File: src/rtl/id_ex_stage.sv
// ID/EX pipeline register, ALU-control decode, load-use bubble insertion and
// EX/MEM, MEM/WB operand forwarding. Forwarding muxes exist only when ID_EX_FORWARD_EN is defined.
module id_ex_stage #(
  parameter int WIDTH = 32,
  parameter int RADDR = 5
) (
  input  logic             clk,
  input  logic             rst_n,
  input  logic             hold,
  input  logic             flush,
  input  logic             idValid,
  input  logic [WIDTH-1:0] idRsData,
  input  logic [WIDTH-1:0] idRtData,
  input  logic [WIDTH-1:0] idImm,
  input  logic [RADDR-1:0] idRs,
  input  logic [RADDR-1:0] idRt,
  input  logic [RADDR-1:0] idRd,
  input  logic [1:0]       idAluOp,
  input  logic [5:0]       idFunct,
  input  logic [5:0]       idCtrl,
  input  logic             exMemRegWrite,
  input  logic [RADDR-1:0] exMemRd,
  input  logic [WIDTH-1:0] exMemResult,
  input  logic             memWbRegWrite,
  input  logic [RADDR-1:0] memWbRd,
  input  logic [WIDTH-1:0] memWbData,
  output logic [WIDTH-1:0] input1,
  output logic [WIDTH-1:0] input2,
  output logic [3:0]       aluCtrl,
  output logic [WIDTH-1:0] exStoreData,
  output logic [RADDR-1:0] exDestReg,
  output logic             exValid,
  output logic [3:0]       exCtrl,
  output logic             illegalOp,
  output logic             loadUseStall
);

  localparam int CTRL_ALUSRC  = 5;
  localparam int CTRL_REGDST  = 4;
  localparam int EXCTRL_MEMRD = 2;

  // Returns {illegal, aluCtrl[3:0]}; unknown R-type funct falls back to add.
  function automatic logic [4:0] alu_decode(input logic [1:0] op, input logic [5:0] funct);
    logic [4:0] res;
    res = {1'b0, 4'b0010};
    unique case (op)
      2'b00: res = {1'b0, 4'b0010};
      2'b01: res = {1'b0, 4'b0110};
      2'b11: res = {1'b0, 4'b0001};
      default: begin
        case (funct)
          6'b100000: res = {1'b0, 4'b0010};
          6'b100010: res = {1'b0, 4'b0110};
          6'b100100: res = {1'b0, 4'b0000};
          6'b100101: res = {1'b0, 4'b0001};
          6'b101010: res = {1'b0, 4'b0111};
          6'b100111: res = {1'b0, 4'b1100};
          default:   res = {1'b1, 4'b0010};
        endcase
      end
    endcase
    return res;
  endfunction

  logic             r_valid;
  logic             r_aluSrc;
  logic             r_illegal;
  logic [3:0]       r_aluCtrl;
  logic [3:0]       r_ctrl;
  logic [RADDR-1:0] r_rs;
  logic [RADDR-1:0] r_rt;
  logic [RADDR-1:0] r_destReg;
  logic [WIDTH-1:0] r_rsData;
  logic [WIDTH-1:0] r_rtData;
  logic [WIDTH-1:0] r_imm;

  logic [4:0]       w_dec;
  logic             w_loadUse;
  logic             w_bubble;
  logic [WIDTH-1:0] w_fwdRs;
  logic [WIDTH-1:0] w_fwdRt;

  assign w_dec = alu_decode(idAluOp, idFunct);

  assign w_loadUse = r_valid & r_ctrl[EXCTRL_MEMRD] & (r_destReg != '0) & idValid &
                     ((idRs == r_destReg) | (idRt == r_destReg));

  // Reset and flush beat hold; a stall or an empty slot only bubbles when not held.
  assign w_bubble = ~rst_n | flush | (~hold & (w_loadUse | ~idValid));

  // ---- ID -> EX register boundary ----
  always_ff @(posedge clk) begin
    if (w_bubble) begin
      r_valid   <= 1'b0;
      r_aluSrc  <= 1'b0;
      r_illegal <= 1'b0;
      r_aluCtrl <= '0;
      r_ctrl    <= '0;
      r_rs      <= '0;
      r_rt      <= '0;
      r_destReg <= '0;
      r_rsData  <= '0;
      r_rtData  <= '0;
      r_imm     <= '0;
    end else if (!hold) begin
      r_valid   <= 1'b1;
      r_aluSrc  <= idCtrl[CTRL_ALUSRC];
      r_illegal <= w_dec[4];
      r_aluCtrl <= w_dec[3:0];
      r_ctrl    <= idCtrl[3:0];
      r_rs      <= idRs;
      r_rt      <= idRt;
      r_destReg <= idCtrl[CTRL_REGDST] ? idRd : idRt;
      r_rsData  <= idRsData;
      r_rtData  <= idRtData;
      r_imm     <= idImm;
    end
  end

`ifdef ID_EX_FORWARD_EN
  // EX/MEM is the younger result, so it is tested first; r0 never forwards.
  function automatic logic [WIDTH-1:0] fwd_sel(
    input logic [RADDR-1:0] src,
    input logic [WIDTH-1:0] regVal,
    input logic             emWe,
    input logic [RADDR-1:0] emRd,
    input logic [WIDTH-1:0] emVal,
    input logic             mwWe,
    input logic [RADDR-1:0] mwRd,
    input logic [WIDTH-1:0] mwVal
  );
    if (emWe && (emRd != '0) && (emRd == src)) return emVal;
    if (mwWe && (mwRd != '0) && (mwRd == src)) return mwVal;
    return regVal;
  endfunction

  assign w_fwdRs = fwd_sel(r_rs, r_rsData, exMemRegWrite, exMemRd, exMemResult,
                           memWbRegWrite, memWbRd, memWbData);
  assign w_fwdRt = fwd_sel(r_rt, r_rtData, exMemRegWrite, exMemRd, exMemResult,
                           memWbRegWrite, memWbRd, memWbData);
`else
  logic w_unused_fwd;
  assign w_unused_fwd = ^{exMemRegWrite, exMemRd, exMemResult,
                          memWbRegWrite, memWbRd, memWbData, r_rs, r_rt};
  assign w_fwdRs = r_rsData;
  assign w_fwdRt = r_rtData;
`endif

  assign input1       = w_fwdRs;
  assign input2       = r_aluSrc ? r_imm : w_fwdRt;
  assign exStoreData  = w_fwdRt;
  assign aluCtrl      = r_aluCtrl;
  assign exDestReg    = r_destReg;
  assign exValid      = r_valid;
  assign exCtrl       = r_ctrl;
  assign illegalOp    = r_illegal;
  assign loadUseStall = w_loadUse;

endmodule
File: config.mk
export PLATFORM = sky130hd
export DESIGN_NAME = id_ex_stage
export DESIGN_NICKNAME = d
export VERILOG_FILES = /design/src/rtl/id_ex_stage.sv
export SDC_FILE = /design/constraint.sdc
export NUM_CORES = 1
export LEC_CHECK = 0
export BUFFER_PORTS_ARGS = -buffer_cell sky130_fd_sc_hd__buf_2
export CELL_PAD_IN_SITES_DETAIL_PLACEMENT = 0
export CELL_PAD_IN_SITES_GLOBAL_PLACEMENT = 1
export CORE_AREA = 4 4 130 163
export DETAILED_ROUTE_END_ITERATION = 10
export DIE_AREA = 0 0 134 167
export PLACE_DENSITY = 0.83
export SLEW_MARGIN = 20
export SYNTH_ARGS = -nofsm -noshare
export SYNTH_HDL_FRONTEND = slang
export SYNTH_SLANG_ARGS = --single-unit
export TNS_END_PERCENT = 5
File: constraint.sdc
create_clock -name clk -period 1.78 [get_ports clk]
set_clock_uncertainty 0.1 [all_clocks]
set_input_delay 0.356 -clock clk [delete_from_list [all_inputs] [get_ports clk]]
set_output_delay 0.356 -clock clk [all_outputs]
set_load 0.1 [all_outputs]
# After elaboration in Yosys (flattened, before gate mapping)
# Index checks and enable logic that the tools add are counted.
[totals] register_bits=112 latchBits=0 ramBits=0 rom_bits=0 inputBits=206 output_inout_bits=112 elab_cells=37 mem_count=0
[op_classes] n_addsub=0 mul=0 div=0 n_lt_le_gt_ge=0 eq_ne=10 n_shift=0 mux=4 bitwise_logic=12 reduce_logical=2
[op_table] cell="6-bit equality test, second input constant" count=6
[op_table] cell="32-bit two-way mux" count=1
[op_table] cell="5-bit case mux with 6 select lines" count=1
[op_table] cell="5-bit case mux with 3 select lines" count=1
[op_table] cell="5-bit equality test" count=2
[op_table] cell="1-bit AND" count=5
[op_table] cell="5-bit two-way mux" count=1
[op_table] cell="5-bit nonzero test" count=1
[op_table] cell="1-bit bitwise OR" count=4
[op_table] cell="1-bit inverter" count=3
[op_table] cell="2-bit by 1-bit equality test with 1-bit output, second input constant" count=1
[op_table] cell="2-bit equality test, second input constant" count=1
[op_table] cell="2-bit zero test" count=1

# Logic depth before layout (Yosys ltp)
[logic_depth] word_depth=7 ltp_mapped=7

# Worst setup path after synthesis
# Ideal clock, no wire load.
[synth_path] kind="register to output" from="register r_destReg[4], in the netlist exDestReg[4]" to="output loadUseStall" arrival_ns=4.141 slack_ns=-2.817 stages_incl_launch_ff=7 path_cell_list="dfxtp_1 -> clkbuf_1 -> xnor2_1 -> nand3_1 -> o22ai_1 -> buf_2 -> nor3b_1"
[synth_between] elab_chain_cells=4
[synth_lines] element="start: declaration" line="72" source="logic [RADDR-1:0] r_destReg;"
[synth_lines] element="start signal: assignment" line="113" source="r_destReg <= idCtrl[CTRL_REGDST] ? idRd : idRt;"
[synth_lines] element="5-bit nonzero test" line="85" source="assign w_loadUse = r_valid & r_ctrl[EXCTRL_MEMRD] & (r_destReg != '0) & idValid &"
[synth_lines] element="1-bit AND (2 in a row)" line="85"
[synth_lines] element="1-bit AND *" line="85"
[synth_lines] element="end: declaration" line="35" source="output logic loadUseStall"
# Every way passes the cells marked *; elsewhere a longest branch is shown, timed or not.

# Worst setup path after layout
[layout_path] from="register r_destReg[1], in the netlist exDestReg[1]" to="output loadUseStall"
# The elaborated chain is that of the path after synthesis.

==> impl_metrics.tcl <==
set metrics [dict create \
    violations "setup timing" \
    peakVddDrop_mv 0.406 \
    layout_common_cells "buf_2 (207), nand2_1 (107), a32oi_1 (104), dfxtp_1 (104), o21ai_0 (87)" \
    core_um2 19500 \
    fin_util_pct 41.9 \
    netlist_area_um2 5230 \
    swShare_pct 33.7 \
    dr.pass1.iters 5 \
    cts_sinks 112 \
    clockBufferDepth 2 \
    status "finished with violations" \
    drtIter0Drc 326 \
    worst_slew_pin_slew_ns 0.540 \
    critPathRequiredTime_ns 1.32 \
    initial_core_util_pct 26.8 \
    setup_slack_ns -0.389 \
    ys_ff_latch 112 \
    grt_max_degree 62 \
    cts_max_level 3 \
    power.leakage_nw 3.31 \
    maxCapViolations 0 \
    rows 57 \
    timing_worst_setup_path_type "reg2out" \
    track_usage_pct 16.0 \
    yosysSeqAreaShare_pct 42.9 \
    period_share_pct 122 \
    cp-start-kind "flip-flop" \
    place_inst 1058 \
    gp_congestion 0.764 \
    power_frac_comb_pct 24.6 \
    arrival_ns 1.71 \
    rsz0062_at_grt "true" \
    critical-path-max-stage-delay_ns 0.35 \
    dp_hpwl_mm 12.5 \
    portBuffers 241 \
    drc_errors 0 \
    cts_tree "done" \
    antenna_cells 0 \
    cp_slowest_cell "dfxtp_4" \
    maxSlewViolCount 0 \
    p_clk_share_pct 33.8 \
    hold_viol 0 \
    fin_cells 1089 \
    path_max_fanout 4 \
    power_mw 6.39 \
    powerDensity_nw_per_um2 784 \
    die-area_um2 22400 \
    max_freq_mhz 461 \
    die_w_um 134 \
    yosysUniqueCellTypes 34 \
    slew_headroom_pct 64.3 \
    insertion_delay_ns 0.35 \
    routed_wl_mm 19.0 \
    fin_tns_setup_ns -35.13 \
    ant_nets 0 \
    final_common_cell "buf_2" \
    hp-class "in2reg" \
    cts-root-buf "clkbuf_16" \
    cts_buffers 9 \
    dp_slack_ns -0.185 \
    grt_overflow_total 0 \
    fill_cells 1935 \
    setup_viol 145 \
    final_nets 1025 \
    die_y_um 167 \
    switching_power_mw 2.16 \
    synthCells 595 \
    cp_top_family "flip-flops" \
    cp_num_buf_inv 2 \
    path_cells "buf_6 -> xnor2_2 -> nand2_2 -> o22ai_4 -> nor3b_4 -> buf_12" \
    synth_nets 801 \
    dr_total_vias 5601 \
    path_clk_slew_ns 0.08 \
    end_kind "output pin" \
    wl_per_cell_um 17.5 \
    internal-power_mw 4.24 \
    antenna_found_initial 1 \
    syn2layout_area_growth_pct 56.1 \
    yosys_warnings 0 \
    fin_crit_ns 2.17 \
    io-pin-count 318 \
    vias_per_cell 5.14 \
    avgSynthCellArea_um2 8.79 \
    drive_gt1_share_pct 43.6 \
    cts-hold-fix-buffers 0 \
    p_seq_share_pct 41.7 \
    grt_pass1_vias 5388 \
    grt_pass1_wl_mm 29.6 \
]
## synthesized netlist by cell type (all sizes together)
master / n / area share, %
a22oi: 6 / 0.86
nand2: 108 / 7.8
mux2: 37 / 8.0
nor4bb: 3 / 0.57
dfxtp: 112 / 43
mux2i: 1 / 0.19
o21bai: 1 / 0.14
nand3: 2 / 0.19
a31o: 1 / 0.17
a32oi: 104 / 17
or4bb: 1 / 0.22
a21oi: 17 / 1.6
and3b: 2 / 0.34
o221ai: 1 / 0.17
o21ai: 104 / 10
xnor2: 10 / 1.7
a221o: 1 / 0.19
a21o: 1 / 0.14
a221oi: 1 / 0.17
o211ai: 2 / 0.38
clkbuf: 54 / 3.9
nor2b: 3 / 0.36
o22ai: 1 / 0.12
buf: 14 / 1.7
nor3b: 3 / 0.43
or4: 1 / 0.14
nor2: 1 / 0.072
and2: 2 / 0.24
inv: 1 / 0.072
## cell families after synthesis
kind of cell    count (synthesis)  synth area share, %
compound gates                240                 31.4
xor+xnor                       10                 1.68
buf+inv                        69                 5.60
flops                         112                 42.9
mux                            38                 8.16
simple gates                  126                 10.3
## per-stage QoR
step	instance area (um2)	hold slack, ns
2_1_floorplan	5300	0.330
3_3_place_gp	7420	0.341
3_5_place_dp	7420	0.350
4_1_cts	8000	0.119
5_1_grt	8160	0.135
6_report	8160	0.143
## tightest hold or removal path, cell delays in order
cell and delay [ns]:
buf_2 0.10, nand2_1 0.05, o21ai_1 0.05
## worst paths after layout
| path | start | to | slack [ns] | depth (start not counted) |
|---|---|---|---|---|
| setup / recovery | exDestReg[1] | loadUseStall | -0.39 | 6 |
| hold / removal | idImm[20] | r_imm[20] | 0.14 | 3 |
| setup reg to reg | exDestReg[0] | input1[16] | -0.32 | 8 |
| hold reg to reg | input1[9] | input1[9] | 0.36 | 2 |
## cell type report
cell class | count | area (um2) | area share [%]
inverters | 1 | 3.75 | 0.0460
repair buffers | 281 | 2300 | 28.2
clock buffers | 10 | 239 | 2.93
flip-flops and latches | 112 | 2270 | 27.8
well taps | 265 | 332 | 4.06
multi-input cells | 414 | 2940 | 36.1
clock inverters | 6 | 75.1 | 0.920
## power by group through the flow
stage,combinational (mW),clock [mW],sequential (mW)
floorplan,0.511,0,3.19
global placement,1.50,0,2.71
detailed placement,1.51,0,2.72
CTS,1.56,2.26,2.66
global route,1.65,2.35,2.68
finish,1.57,2.16,2.66
## sequential cells by signal, summed over array words and instances, names as in the netlist
signal / flops
illegalOp: 1
aluCtrl: 4
r_aluSrc: 1
r_imm: 32
exDestReg: 5
input1: 32
exStoreData: 32
exValid: 1
exCtrl: 4
## timing repair
item                                    CTS  global route
pin swaps                                10            21
endpoints found under the setup margin  146           145
gates cloned                              2             2
buffers inserted                          5             6
gates resized for setup                  45            12
## layer usage
layer  part of all wire (%)  vias to the layer above  wire (um)  global-route usage (%)
met5                  0.095                        -         18                       0
met4                    2.7                        2        514                    6.58
met3                    7.1                       33       1350                    4.04
met2                     48                      216       9220                    26.1
met1                     42                     2630       7930                    20.2
li1                       -                     2720          -                       -
Power figures use the tool's default switching activity.
